===== config.mk =====
export PLATFORM = sky130hd
export DESIGN_NAME = wake_ctl
export DESIGN_NICKNAME = d
export VERILOG_FILES = /design/src/rtl/wake_ctl_pkg.sv /design/src/rtl/wake_ctl_timer.sv /design/src/rtl/wake_ctl.sv
export SDC_FILE = /design/constraint.sdc
export NUM_CORES = 1
export LEC_CHECK = 0
export ABC_AREA = 1
export BUFFER_PORTS_ARGS = -buffer_cell sky130_fd_sc_hd__buf_2
export CAP_MARGIN = 20
export CORE_ASPECT_RATIO = 1.1
export CORE_MARGIN = 3
export CORE_UTILIZATION = 35
export CTS_CLUSTER_DIAMETER = 60
export CTS_CLUSTER_SIZE = 25
export DETAILED_ROUTE_END_ITERATION = 10
export SKIP_CTS_REPAIR_TIMING = 1
export SLEW_MARGIN = 20
export SYNTH_ARGS = -nofsm -noshare
export SYNTH_HDL_FRONTEND = slang
export SYNTH_HIERARCHICAL = 1
export SYNTH_SLANG_ARGS = --single-unit

===== constraint.sdc =====
create_clock -name clk_i -period 1.9 [get_ports clk_i]
set_input_delay 0.095 -clock clk_i [delete_from_list [all_inputs] [get_ports clk_i]]
set_output_delay 0.095 -clock clk_i [all_outputs]
set_load 0.02 [all_outputs]

===== src/rtl/wake_ctl_pkg.sv =====
// -----------------------------------------------------------------------------
// wake_ctl_pkg
// Shared definitions for the wake controller (last stage of the keyword-
// spotting pipeline).
//   - state_t      : FSM state encoding, also exported on wake_ctl.state_o
//   - *_BW_DEF     : default widths for the hit threshold, cooldown timer
//                    and wake event counter
// -----------------------------------------------------------------------------
package wake_ctl_pkg;

   localparam int HIT_BW_DEF  = 4;
   localparam int COOL_BW_DEF = 24;
   localparam int CNT_BW_DEF  = 16;

   typedef enum logic [1:0] {
      ST_IDLE     = 2'd0,
      ST_LISTEN   = 2'd1,
      ST_WAKE     = 2'd2,
      ST_COOLDOWN = 2'd3
   } state_t;

endpackage


===== src/rtl/wake_ctl_timer.sv =====
// -----------------------------------------------------------------------------
// wake_ctl_timer
// Loadable down-counter that times the post-acknowledge cooldown.
//   clk      in  system clock
//   rst_n    in  asynchronous active-low reset
//   clear    in  force the count to 0 (highest priority)
//   load     in  load load_val into the counter
//   load_val in  COOL_BW  value to load
//   done     out high in the cycle the count steps from 1 to 0
// The counter decrements every cycle while non-zero and rests at 0.
// -----------------------------------------------------------------------------
module wake_ctl_timer #(
   parameter int COOL_BW = 24
) (
   input  logic               clk,
   input  logic               rst_n,
   input  logic               clear,
   input  logic               load,
   input  logic [COOL_BW-1:0] load_val,
   output logic               done
);

   logic [COOL_BW-1:0] cnt;

   always_ff @(posedge clk or negedge rst_n) begin
      if (!rst_n) begin
         cnt <= '0;
      end else if (clear) begin
         cnt <= '0;
      end else if (load) begin
         cnt <= load_val;
      end else if (cnt != '0) begin
         cnt <= cnt - COOL_BW'(1);
      end
   end

   // A count of 1 means the next edge is the 1->0 step, so the FSM can leave
   // COOLDOWN on that same edge and the cooldown lasts exactly load_val cycles.
   assign done = (cnt == COOL_BW'(1)) && !clear && !load;

endmodule


===== src/rtl/wake_ctl.sv =====
// -----------------------------------------------------------------------------
// wake_ctl
// Qualifies word-detector results (N consecutive positives), raises a sticky
// wake line to the host, holds it until acknowledged, then waits out a
// programmable cooldown before listening again.
//
// Ports:
//   clk_i              in  system clock
//   rst_n_i            in  asynchronous active-low reset
//   ctl_pipeline_en_i  in  pipeline enable; low forces IDLE (top priority)
//   wrd_wake_i         in  detector result (1 = keyword)
//   wrd_wake_valid_i   in  result strobe, one cycle per inference
//   ack_i              in  host acknowledge; clears wake (used only in WAKE)
//   cfg_hits_i         in  HIT_BW  consecutive positives required, 0 acts as 1
//   cfg_cooldown_i     in  COOL_BW cooldown length in cycles
//   wake_o             out sticky wake level
//   wake_pulse_o       out one-cycle pulse on wake_o rising
//   state_o            out current FSM state (state_t encoding)
//   wake_count_o       out CNT_BW saturating wake event count
//
// Handshake: a result is consumed only in a cycle where wrd_wake_valid_i=1;
// there is no back-pressure. wake_o is a level that stays high until the
// host samples ack_i=1 while in WAKE; ack_i in any other state has no effect.
//
// Configuration macro WAKE_CTL_STATS_EN: when defined, wake_count_o counts
// wake pulses and saturates; otherwise it is tied to 0 with no counter flops.
// All outputs are registered.
// -----------------------------------------------------------------------------
module wake_ctl
   import wake_ctl_pkg::*;
#(
   parameter int HIT_BW  = HIT_BW_DEF,
   parameter int COOL_BW = COOL_BW_DEF,
   parameter int CNT_BW  = CNT_BW_DEF
) (
   input  logic               clk_i,
   input  logic               rst_n_i,
   input  logic               ctl_pipeline_en_i,
   input  logic               wrd_wake_i,
   input  logic               wrd_wake_valid_i,
   input  logic               ack_i,
   input  logic [HIT_BW-1:0]  cfg_hits_i,
   input  logic [COOL_BW-1:0] cfg_cooldown_i,
   output logic               wake_o,
   output logic               wake_pulse_o,
   output logic [1:0]         state_o,
   output logic [CNT_BW-1:0]  wake_count_o
);

   state_t            state_q, state_d;
   logic [HIT_BW-1:0] hit_q, hit_d;
   logic [HIT_BW:0]   hit_inc;   // one bit wider so the compare never wraps
   logic [HIT_BW:0]   hit_need;
   logic              tmr_load, tmr_clear, tmr_done;
   logic              wake_d, pulse_d;

   wake_ctl_timer #(.COOL_BW(COOL_BW)) u_timer (
      .clk      (clk_i),
      .rst_n    (rst_n_i),
      .clear    (tmr_clear),
      .load     (tmr_load),
      .load_val (cfg_cooldown_i),
      .done     (tmr_done)
   );

   always_comb begin
      hit_inc  = {1'b0, hit_q} + (HIT_BW+1)'(1);
      hit_need = (cfg_hits_i == '0) ? (HIT_BW+1)'(1) : {1'b0, cfg_hits_i};
   end

   always_comb begin
      state_d   = state_q;
      hit_d     = hit_q;
      tmr_load  = 1'b0;
      tmr_clear = 1'b0;
      if (!ctl_pipeline_en_i) begin
         state_d   = ST_IDLE;
         hit_d     = '0;
         tmr_clear = 1'b1;
      end else begin
         case (state_q)
            ST_IDLE: begin
               hit_d   = '0;
               state_d = ST_LISTEN;
            end
            ST_LISTEN: begin
               if (wrd_wake_valid_i) begin
                  if (wrd_wake_i) begin
                     if (hit_inc >= hit_need) begin
                        state_d = ST_WAKE;
                        hit_d   = '0;
                     end else if (hit_q != '1) begin
                        hit_d = hit_inc[HIT_BW-1:0];
                     end
                  end else begin
                     hit_d = '0;
                  end
               end
            end
            ST_WAKE: begin
               if (ack_i) begin
                  tmr_load = 1'b1;
                  state_d  = (cfg_cooldown_i == '0) ? ST_LISTEN : ST_COOLDOWN;
               end
            end
            ST_COOLDOWN: begin
               if (tmr_done) state_d = ST_LISTEN;
            end
            default: state_d = ST_IDLE;
         endcase
      end
      // Outputs are derived from the next state so they register alongside it.
      wake_d  = (state_d == ST_WAKE);
      pulse_d = wake_d && (state_q != ST_WAKE);
   end

   always_ff @(posedge clk_i or negedge rst_n_i) begin
      if (!rst_n_i) begin
         state_q      <= ST_IDLE;
         hit_q        <= '0;
         wake_o       <= 1'b0;
         wake_pulse_o <= 1'b0;
      end else begin
         state_q      <= state_d;
         hit_q        <= hit_d;
         wake_o       <= wake_d;
         wake_pulse_o <= pulse_d;
      end
   end

   assign state_o = state_q;

`ifdef WAKE_CTL_STATS_EN
   logic [CNT_BW-1:0] cnt_q;

   // Counts registered pulses; only reset clears it, enable drops keep it.
   always_ff @(posedge clk_i or negedge rst_n_i) begin
      if (!rst_n_i) begin
         cnt_q <= '0;
      end else if (wake_pulse_o && (cnt_q != '1)) begin
         cnt_q <= cnt_q + CNT_BW'(1);
      end
   end

   assign wake_count_o = cnt_q;
`else
   assign wake_count_o = '0;
`endif

endmodule


== Yosys cells after proc, flatten, opt, wreduce, memory -nomap -nowiden ==
Cells that the tools add are included.
Widths: inputs -> output; s select.

* Eq/ne operators: 11
* Add/subtract/negate cells: 2
* $lt $le $gt $ge: 1
* Reduce and logical (&&, ||, !) cells: 9
* Multiplexer cells: 21

{| class="wikitable"
|+ Operators by type and width
! cell !! count
|-
| $mux 24 || 3
|-
| $eq 24x1->1 const B || 1
|-
| $logic_not 24->1 || 1
|-
| $mux 4 || 6
|-
| $reduce_bool 24->1 || 1
|-
| $sub 24x1->24 const B || 1
|-
| $mux 2 || 7
|-
| $pmux 2 s4 || 1
|-
| $pmux 4 s2 || 1
|-
| $eq 2x2->1 const B || 3
|-
| $ne 3x1->1 const B || 2
|-
| $add 4x1->5 const B || 1
|-
| $ge 5x4->1 || 1
|-
| $ne 5x5->1 const B || 1
|-
| $logic_not 4->1 || 1
|-
| $ne 4x4->1 const B || 1
|-
| $logic_and 1x1->1 || 3
|-
| $mux 1 || 3
|-
| $ne 3x3->1 const B || 1
|-
| $reduce_and 3->1 || 1
|-
| $eq 2x1->1 const B || 1
|-
| $logic_not 2->1 || 1
|-
| $ne 2x2->1 const B || 1
|-
| $logic_not 1->1 || 1
|}

* Bits of input ports: 34
* Register bits: 32

== Longest topological paths before layout ==
Gate-level depths: netlist of the first run.

* Depth after elaboration: 10
* Gate-level depth with buffers: 13
* Gate-level depth less buffers: 13

== By module ==
Netlist of the first run, hierarchy kept.

{| class="wikitable"
|+ By module, submodules not included
! module !! cells each !! seq. area each (um^2) !! area an instance (um^2) !! instances
|-
| wake_ctl_timer || 287 || 600.6 || 1881.8 || 1
|-
| wake_ctl || 109 || 200.2 || 755.7 || 1
|}

== Worst setup path after synthesis of the first run ==
No wires, ideal clock.

* Kind: register -> register
* From: register hit_q[0]
* To: register wake_pulse_o
* Path buffers: 0
* Required time: 1.777 ns
* Data arrival time: 1.666 ns
* Cell stages (with the launch flop): 12
* Path slack: 0.111 ns
* Cell sequence: dfrtp_1 > ha_1 > xor2_1 > ha_1 > a21oi_1 > nand2_1 > nand2_1 > nand2_1 > nand2_1 > nand3_1 > nand3_2 > nor2_2

* Cells in the longest elaborated chain, start to end: 9

{| class="wikitable"
|+ Ends and longest elaborated chain
! what !! RTL line !! text
|-
| from (decl) || wake_ctl.sv:51 || <nowiki>logic [HIT_BW-1:0] hit_q, hit_d;</nowiki>
|-
| from (signal assigned) || wake_ctl.sv:125 || <nowiki>hit_q <= hit_d;</nowiki>
|-
| $add 4x1->5 || wake_ctl.sv:67 || <nowiki>hit_inc = {1'b0, hit_q} + (HIT_BW+1)'(1);</nowiki>
|-
| $ge 5x4->1 || wake_ctl.sv:89 || <nowiki>if (hit_inc >= hit_need) begin</nowiki>
|-
| $mux 2 || wake_ctl.sv:89 ||
|-
| $mux 2 || wake_ctl.sv:88 || <nowiki>if (wrd_wake_i) begin</nowiki>
|-
| $mux 2 || wake_ctl.sv:87 || <nowiki>if (wrd_wake_valid_i) begin</nowiki>
|-
| $pmux 2 s4 || wake_ctl.sv:81 || <nowiki>case (state_q)</nowiki>
|-
| $mux 2 || wake_ctl.sv:76 || <nowiki>if (!ctl_pipeline_en_i) begin</nowiki>
|-
| $eq 2x2->1 || wake_ctl.sv:113 || <nowiki>wake_d = (state_d == ST_WAKE);</nowiki>
|-
| $logic_and 1x1->1 || wake_ctl.sv:114 || <nowiki>pulse_d = wake_d && (state_q != ST_WAKE);</nowiki>
|-
| named net pulse_d || wake_ctl.sv:55 || <nowiki>logic wake_d, pulse_d;</nowiki>
|-
| to (signal assigned) || wake_ctl.sv:127 || <nowiki>wake_pulse_o <= pulse_d;</nowiki>
|-
| to (decl) || wake_ctl.sv:45 || <nowiki>output logic wake_pulse_o,</nowiki>
|}

The timed path passes the listed nets, and every way through them passes these cells.
A chain may end at the register's enable or synchronous reset.

== Final worst setup path of the first run ==
* From: register hit_q[1]
* To: register wake_pulse_o

The elaborated chain is that of the path after synthesis.

==> Flow_metrics.wiki, run 1 <==
{| class="wikitable"
! Metric !! Value
|-
| Final sum of negative setup slack || 0 ns
|-
| Final core area utilization || 0.425
|-
| Number of global-route vias before repair || 2,446
|-
| Switching power as a share of total power || 0.530
|-
| Number of instances in the placed design || 518
|-
| Effective utilization at floorplan || 0.368
|-
| Remaining antenna violation count after routing || 0
|-
| Outcome || completed
|-
| Pwr Density || 1580 nW/um^2
|-
| P_sw || 2.55 mW
|-
| Synth Warn # || 6
|-
| Leakage power || 1.63 nW
|-
| HP Start || cfg_cooldown_i[6]
|-
| Routed wire per std cell || 12.6 um
|-
| Register area share after synthesis || 0.304
|-
| Skew final || 0.00788 ns
|-
| Mean number of vias per cell || 4.84
|-
| Kind of critical path || reg2reg
|-
| Arithmetic-cell share of the synthesized area counting full adders, half adders and majority gates || 0.0380
|-
| Number of max-capacitance violations reported || 0
|-
| Worst hold slack || 0.0606 ns
|-
| Die ar. || 8610 sq um
|-
| Flop-to-flop setup slack || 0.08 ns
|-
| GR Util All Layers || 0.166
|-
| Number of antenna cells inserted || 0
|-
| Worst slew pin tran || 0.759 ns
|-
| Syn_area_per_cell || 6.66 sq um
|-
| Detailed placement HPWL || 5.20 mm
|-
| Vias || 2,560
|-
| Time the final worst path needs with I/O delays and setup || 1.82 ns
|-
| Pin count of the biggest net entering global routing || 33
|-
| Most common cell after layout, fill and taps aside || nand2_1
|-
| Number of levels in the clock H-tree || 2
|-
| Relative contribution of the clock network to total power || 0.113
|-
| Largest buffer count on any clock path || 2
|-
| Overflow left after global routing || 0
|-
| Synthesis-to-layout area growth || 15.5%
|-
| Hold Crit Depth || 3
|-
| Met1 layer wirelength in the final routing || 2.99 mm
|-
| Antenna violations before repair || 0
|-
| Cell count after synthesis || 396
|-
| Number of standard cells in the final layout excluding fillers || 529
|-
| Global-route wire length before repair || 11.2 mm
|-
| Commonest cells after routing, fill and taps aside || nand2_1 (80), nor2_1 (79), inv_1 (44), buf_2 (37)
|-
| Internal power || 2.26 mW
|-
| Sort of element at the end of the critical path || flip-flop
|-
| PnR Total Power || 4.81 mW
|-
| Number of nets in the finished design || 485
|-
| Iteration-0 DRC count of the detailed router || 151
|-
| Portion of total power attributed to combinational logic || 0.643
|-
| Wire length on met2 || 3.17 mm
|-
| Final setup violation count || 0
|-
| Max Fclk || 550 MHz
|-
| Mux share of post-synthesis cell area || 0
|-
| Hold Violations, Final || 0
|-
| Final wirelength || 6.67 mm
|-
| Routed wire length on met3 || 348 um
|-
| Synth Cell Area || 2640 sq um
|-
| Placer congestion estimate || 0.876
|-
| Die width || 88.8 um
|-
| Top layer used by detailed routing || met4
|-
| Largest driver fanout on the critical path || 2
|-
| Complex-gate fraction of the synthesized area || 0.0697
|-
| Number of sinks handled by clock tree synthesis || 32
|-
| FF-to-FF Start || hit_q[1]
|-
| Xor/xnor cell area share of the yosys netlist || 0.0133
|-
| Largest family of logic cells by synthesized area || simple AND/OR/NAND/NOR gates
|-
| Highest ir drop seen on vdd || 0.649 mV
|-
| Core area || 7170 sq um
|-
| Cell at the root of the clock tree || clkbuf_8
|-
| Layout cell share with drive strength beyond 1 || 0.236
|-
| Arrival time of data at the critical path endpoint || 1.98 ns
|-
| Filler instances || 783
|-
| Clock Latency Late Sink || 0.29 ns
|-
| First-pass DRT Iterations || 4
|-
| Relative contribution of sequential cells to total power || 0.244
|-
| Register clock-pin slew on the reported worst setup and hold paths || 0.07 ns
|-
| DRC violations left || 0
|-
| Die Y-Extent || 97.0 um
|-
| Type of element launching the critical path || flip-flop
|-
| Simple-gate share of the synthesized area || 0.444
|-
| Part of the cycle the worst path needs || 0.956
|-
| Worst min-delay path category || in2reg
|-
| Hold endpoint || u_timer/cnt[6]
|-
| Yosys cell types || 39
|-
| RSZ-0062 raised after global routing || yes
|-
| Headroom to the max-slew limit || 0.494
|-
| Clock tree from TritonCTS || yes
|-
| Number of cells traversed by the worst register-to-register path || 13
|-
| Critical R2R Capture || wake_pulse_o
|-
| Placement Rows || 32
|-
| Worst Path Required || 2.07 ns
|-
| Num CTS Buffers || 5
|-
| Post-synthesis sequential element count || 32
|-
| Count of port buffers added during placement || 37
|-
| I/O pins || 54
|-
| Count of final max-slew check failures || 0
|}
==> cell families after synthesis <==
kind of cell / after synthesis
compound gates: 32
other cells: 1
flops: 32
fa+ha+maj: 8
buf+inv: 71
simple gates: 248
xor+xnor: 4
==> metal layers <==
| metal | track usage | vias to the layer above |
|---|---|---|
| li1 | - | 1309 |
| met1 | 0.218 | 1183 |
| met2 | 0.259 | 57 |
| met3 | 0.0417 | 11 |
| met4 | 0.0628 | 0 |
| met5 | 0 | - |
==> power groups by stage <==
stage / Combinational (mW) / Clock (mW) / Sequential, mW
floorplan: 2.49 / 0 / 1.11
global placement: 3.02 / 0 / 1.18
detailed placement: 3.08 / 0 / 1.18
CTS: 3.10 / 0.568 / 1.17
global route: 3.58 / 0.603 / 1.21
finish: 3.09 / 0.544 / 1.17
==> cell usage after synthesis, drive strengths merged <==
library cell	count	area [sq um]
a211oi	1	7.51
a21boi	1	7.51
a21oi	13	65.1
a31o	1	8.76
and2	1	6.26
and3	1	6.26
buf	22	158
clkbuf	2	7.51
clkinv	1	3.75
conb	1	3.75
dfrtp	32	801
ha	8	100
inv	46	173
nand2	84	323
nand3	40	238
nand3b	2	15.0
nand4	9	56.3
nor2	91	382
nor3	2	21.3
nor3b	2	25.0
nor4	1	6.26
o21ai	12	63.8
o21bai	2	18.8
o22ai	2	12.5
or2	15	93.8
xor2	4	35.0
==> through the flow <==
step	worst slack, ns	cell area (sq um)
after floorplan	0.111	2690
after global placement	0.0705	2890
after detailed placement	0.0176	2890
after CTS	-0.00463	2980
after global routing	-0.0235	3050
final	0.0831	3050
==> registers in the layout (all words and copies together) (netlist names) <==
register	flops
wake_o	1
wake_pulse_o	1
state_o	2
hit_q	4
u_timer/cnt	24
==> cell type report <==
type	count	area, sq um	area share
clock buffers	8	90.1	0.0296
inverters	47	176	0.0579
flip-flops and latches	32	801	0.263
multi-input cells	308	1590	0.523
repair buffers	49	278	0.0912
well taps	85	106	0.0349
==> how the worst max path moves through the flow <==
| stage | start | end | slack (ns) | cells after the start |
|---|---|---|---|---|
| detailed placement | hit_q[1] | wake_pulse_o | 0.02 | 11 |
| global route | hit_q[1] | wake_pulse_o | -0.02 | 13 |
| CTS | hit_q[1] | wake_o | -0.005 | 11 |
| floorplan | hit_q[0] | wake_pulse_o | 0.11 | 11 |
| global placement | hit_q[1] | wake_pulse_o | 0.07 | 11 |
| finish | hit_q[1] | wake_pulse_o | 0.08 | 13 |
==> worst max-delay path: stages (launching register included) <==
cell,delay [ns]
dfrtp_1,0.41
ha_4,0.19
xor2_2,0.17
ha_1,0.31
nand2_1,0.07
inv_1,0.04
nand2_1,0.04
nand2_1,0.04
nand2_1,0.07
nand2_1,0.06
nand2_2,0.08
nand3_2,0.08
nand3_2,0.09
nor2_2,0.03
No activity file was read; power rests on OpenSTA's default activity.
==> inputs of run 2 (changes only) <==
--- a/config.mk
+++ b/config.mk
@@ -7,7 +7,6 @@
 export LEC_CHECK = 0
 export ABC_AREA = 1
 export BUFFER_PORTS_ARGS = -buffer_cell sky130_fd_sc_hd__buf_2
-export CAP_MARGIN = 20
 export CORE_ASPECT_RATIO = 1.1
 export CORE_MARGIN = 3
 export CORE_UTILIZATION = 35
==> constraint.sdc (replaced) <==
create_clock -name clk_i -period 1.9 [get_ports clk_i]
set_input_delay 0.095 -clock clk_i [delete_from_list [all_inputs] [get_ports clk_i]]
set_output_delay 0.095 -clock clk_i [all_outputs]
set_load 0.1 [all_outputs]
==> Flow_metrics.wiki, run 2 (synthesis gave the netlist of run 1 again) <==
{| class="wikitable"
! Metric !! Value
|-
| Number of standard cells in the final layout excluding fillers || 529 (unchanged)
|-
| Last element of the critical path || wake_pulse_o
|-
| Largest driver fanout on the critical path || 3 (+1)
|-
| Commonest cells after routing, fill and taps aside || nand2_1 (80), nor2_1 (77), inv_1 (43), buf_2 (37), nand3_1 (32)
|-
| GR Util All Layers || 0.162 (-0.00389)
|-
| Placement Rows || 32 (unchanged)
|-
| Global-route wire length before repair || 11.1 mm (-0.62%)
|-
| Sort of element at the end of the critical path || flip-flop
|-
| Die ar. || 8610 sq um (unchanged)
|-
| Remaining antenna violation count after routing || 0 (unchanged)
|-
| I/O pins || 54 (unchanged)
|-
| Critical R2R Capture || wake_pulse_o
|-
| Arrival time of data at the critical path endpoint || 2.02 ns (+0.04 ns)
|-
| Count of port buffers added during placement || 37 (unchanged)
|-
| Hold Violations, Final || 0 (unchanged)
|-
| Largest buffer count on any clock path || 2 (unchanged)
|-
| Overflow left after global routing || 0 (unchanged)
|-
| Effective utilization at floorplan || 0.368 (unchanged)
|-
| Headroom to the max-slew limit || 0.506 (+0.0120)
|-
| Synthesis-to-layout area growth || 16.7%
|-
| Mean number of vias per cell || 4.81 (-0.59%)
|-
| Flop-to-flop setup slack || 0.05 ns (-0.03 ns)
|-
| Met2 usage in global routing || 0.251 (-0.00800)
|-
| Number of antenna cells inserted || 0 (unchanged)
|-
| Time the final worst path needs with I/O delays and setup || 1.85 ns (+0.0303 ns)
|-
| Clock tree from TritonCTS || yes
|-
| Worst setup path start || hit_q[1]
|-
| Skew final || 0.00639 ns (-0.00149 ns)
|-
| Iteration-0 DRC count of the detailed router || 149 (-1.3%)
|-
| Die width || 88.8 um (unchanged)
|-
| Max Fclk || 541 MHz (-1.6%)
|-
| Part of the cycle the worst path needs || 0.972 (+0.0160)
|-
| Register clock-pin slew on the reported worst setup and hold paths || 0.07 ns (about the same)
|-
| Cell at the root of the clock tree || clkbuf_8
|-
| Final setup violation count || 0 (unchanged)
|-
| Die Y-Extent || 97.0 um (unchanged)
|-
| Number of sinks handled by clock tree synthesis || 32 (unchanged)
|-
| Number of flip-flops in the largest register || 24 (unchanged)
|-
| Pin count of the biggest net entering global routing || 33 (unchanged)
|-
| Number of cells traversed by the worst register-to-register path || 13 (unchanged)
|-
| Number of max-capacitance violations reported || 0 (unchanged)
|-
| Most used routing layer || met2
|-
| Number of levels in the clock H-tree || 2 (unchanged)
|-
| First-pass DRT Iterations || 4 (unchanged)
|-
| Core area || 7170 sq um (unchanged)
|-
| Number of global-route vias before repair || 2,377 (-2.8%)
|-
| Clock Latency Late Sink || 0.29 ns (about the same)
|-
| Leakage power || 1.63 nW (+0.13%)
|-
| Final core area utilization || 0.430 (+0.00471)
|-
| Largest reg by FF count || u_timer/cnt
|-
| Detailed placement HPWL || 5.16 mm (-0.62%)
|-
| Most common cell after layout, fill and taps aside || nand2_1
|-
| Type of element launching the critical path || flip-flop
|-
| Worst min-delay path category || in2reg
|-
| Count of final max-slew check failures || 0 (unchanged)
|-
| Outcome || completed
|-
| Placer congestion estimate || 0.867 (-0.98%)
|-
| Layout cell share with drive strength beyond 1 || 0.248 (+0.0113)
|-
| Global-route track usage on met1 || 0.227 (+0.00870)
|-
| FF-to-FF Start || hit_q[1]
|-
| Number of nets in the finished design || 485 (unchanged)
|-
| Met3 routing resource usage after global routing || 0.0307 (-0.0111)
|-
| Routed wire per std cell || 12.7 um (+0.43%)
|-
| Kind of critical path || reg2reg
|-
| Num CTS Buffers || 5 (unchanged)
|-
| Worst slew pin tran || 0.741 ns (-0.0180 ns)
|-
| Vias || 2,545 (-0.59%)
|-
| Number of instances in the placed design || 517 (-0.19%)
|-
| Worst Path Required || 2.07 ns (about the same)
|-
| Pwr Density || 1620 nW/um^2 (+2.6%)
|-
| Highest ir drop seen on vdd || 0.494 mV (-24%)
|-
| Final wirelength || 6.70 mm (+0.43%)
|-
| RSZ-0062 raised after global routing || yes
|-
| PnR Total Power || 4.99 mW (+3.8%)
|-
| Final sum of negative setup slack || 0 ns (unchanged)
|-
| Antenna violations before repair || 0 (unchanged)
|-
| DRC violations left || 0 (unchanged)
|}
-- run 2: layer usage --
metal  part of all wire  wire, um  up-vias
met2               0.46      3120       66
met1               0.47      3140     1164
li1                   -         -     1310
met5                  0         0        -
met3              0.054       359        5
met4              0.013        87        0
-- run 2: critical path: stages (launching register included) --
cell     delay, ns
dfrtp_1       0.42
ha_4          0.19
xor2_2        0.18
ha_1          0.31
nand2_1       0.08
inv_1         0.04
nand2_1       0.05
nand2_1       0.05
nand2_1       0.07
nand2_1       0.06
nand2_2       0.07
nand3_2       0.08
nand3_2       0.10
nor2_2        0.03
-- run 2: how the worst min path moves through the flow --
stage                      start              end  slack, ns  depth (start not counted)
4_1_cts                  rst_n_i  u_timer/cnt[11]      -0.09                          1
3_5_place_dp             rst_n_i   u_timer/cnt[7]       0.22                          1
5_1_grt        cfg_cooldown_i[6]   u_timer/cnt[6]       0.07                          3
6_report       cfg_cooldown_i[2]   u_timer/cnt[2]       0.06                          3
2_1_floorplan            rst_n_i         hit_q[0]      -0.20                          0
3_3_place_gp             rst_n_i   u_timer/cnt[7]       0.21                          1
-- run 2: per-stage QoR --
step	hold WS [ns]	setup WS (ns)	instance area, sq um
2_1_floorplan	-0.201	0.0195	2700
3_3_place_gp	0.210	0.0787	2900
3_5_place_dp	0.219	0.0205	2900
4_1_cts	-0.0938	0.00552	2990
5_1_grt	0.0710	-0.0583	3080
6_report	0.0637	0.0528	3080
-- run 2: final cells by class --
| class | instances | area, sq um |
|---|---|---|
| multi-input combinational | 308 | 1610 |
| timing repair buffer | 49 | 290 |
| fill | 761 | 4090 |
| sequential | 32 | 806 |
| clock buffer | 8 | 90.1 |
| tap | 85 | 106 |
| inverter | 47 | 179 |
-- run 2: report_power, final --
part           switching, mW  total, mW  internal (mW)
Clock                  0.261      0.557          0.296
Sequential             0.268       1.18          0.914
Combinational           2.18       3.25           1.07
Total                   2.71       4.99           2.28
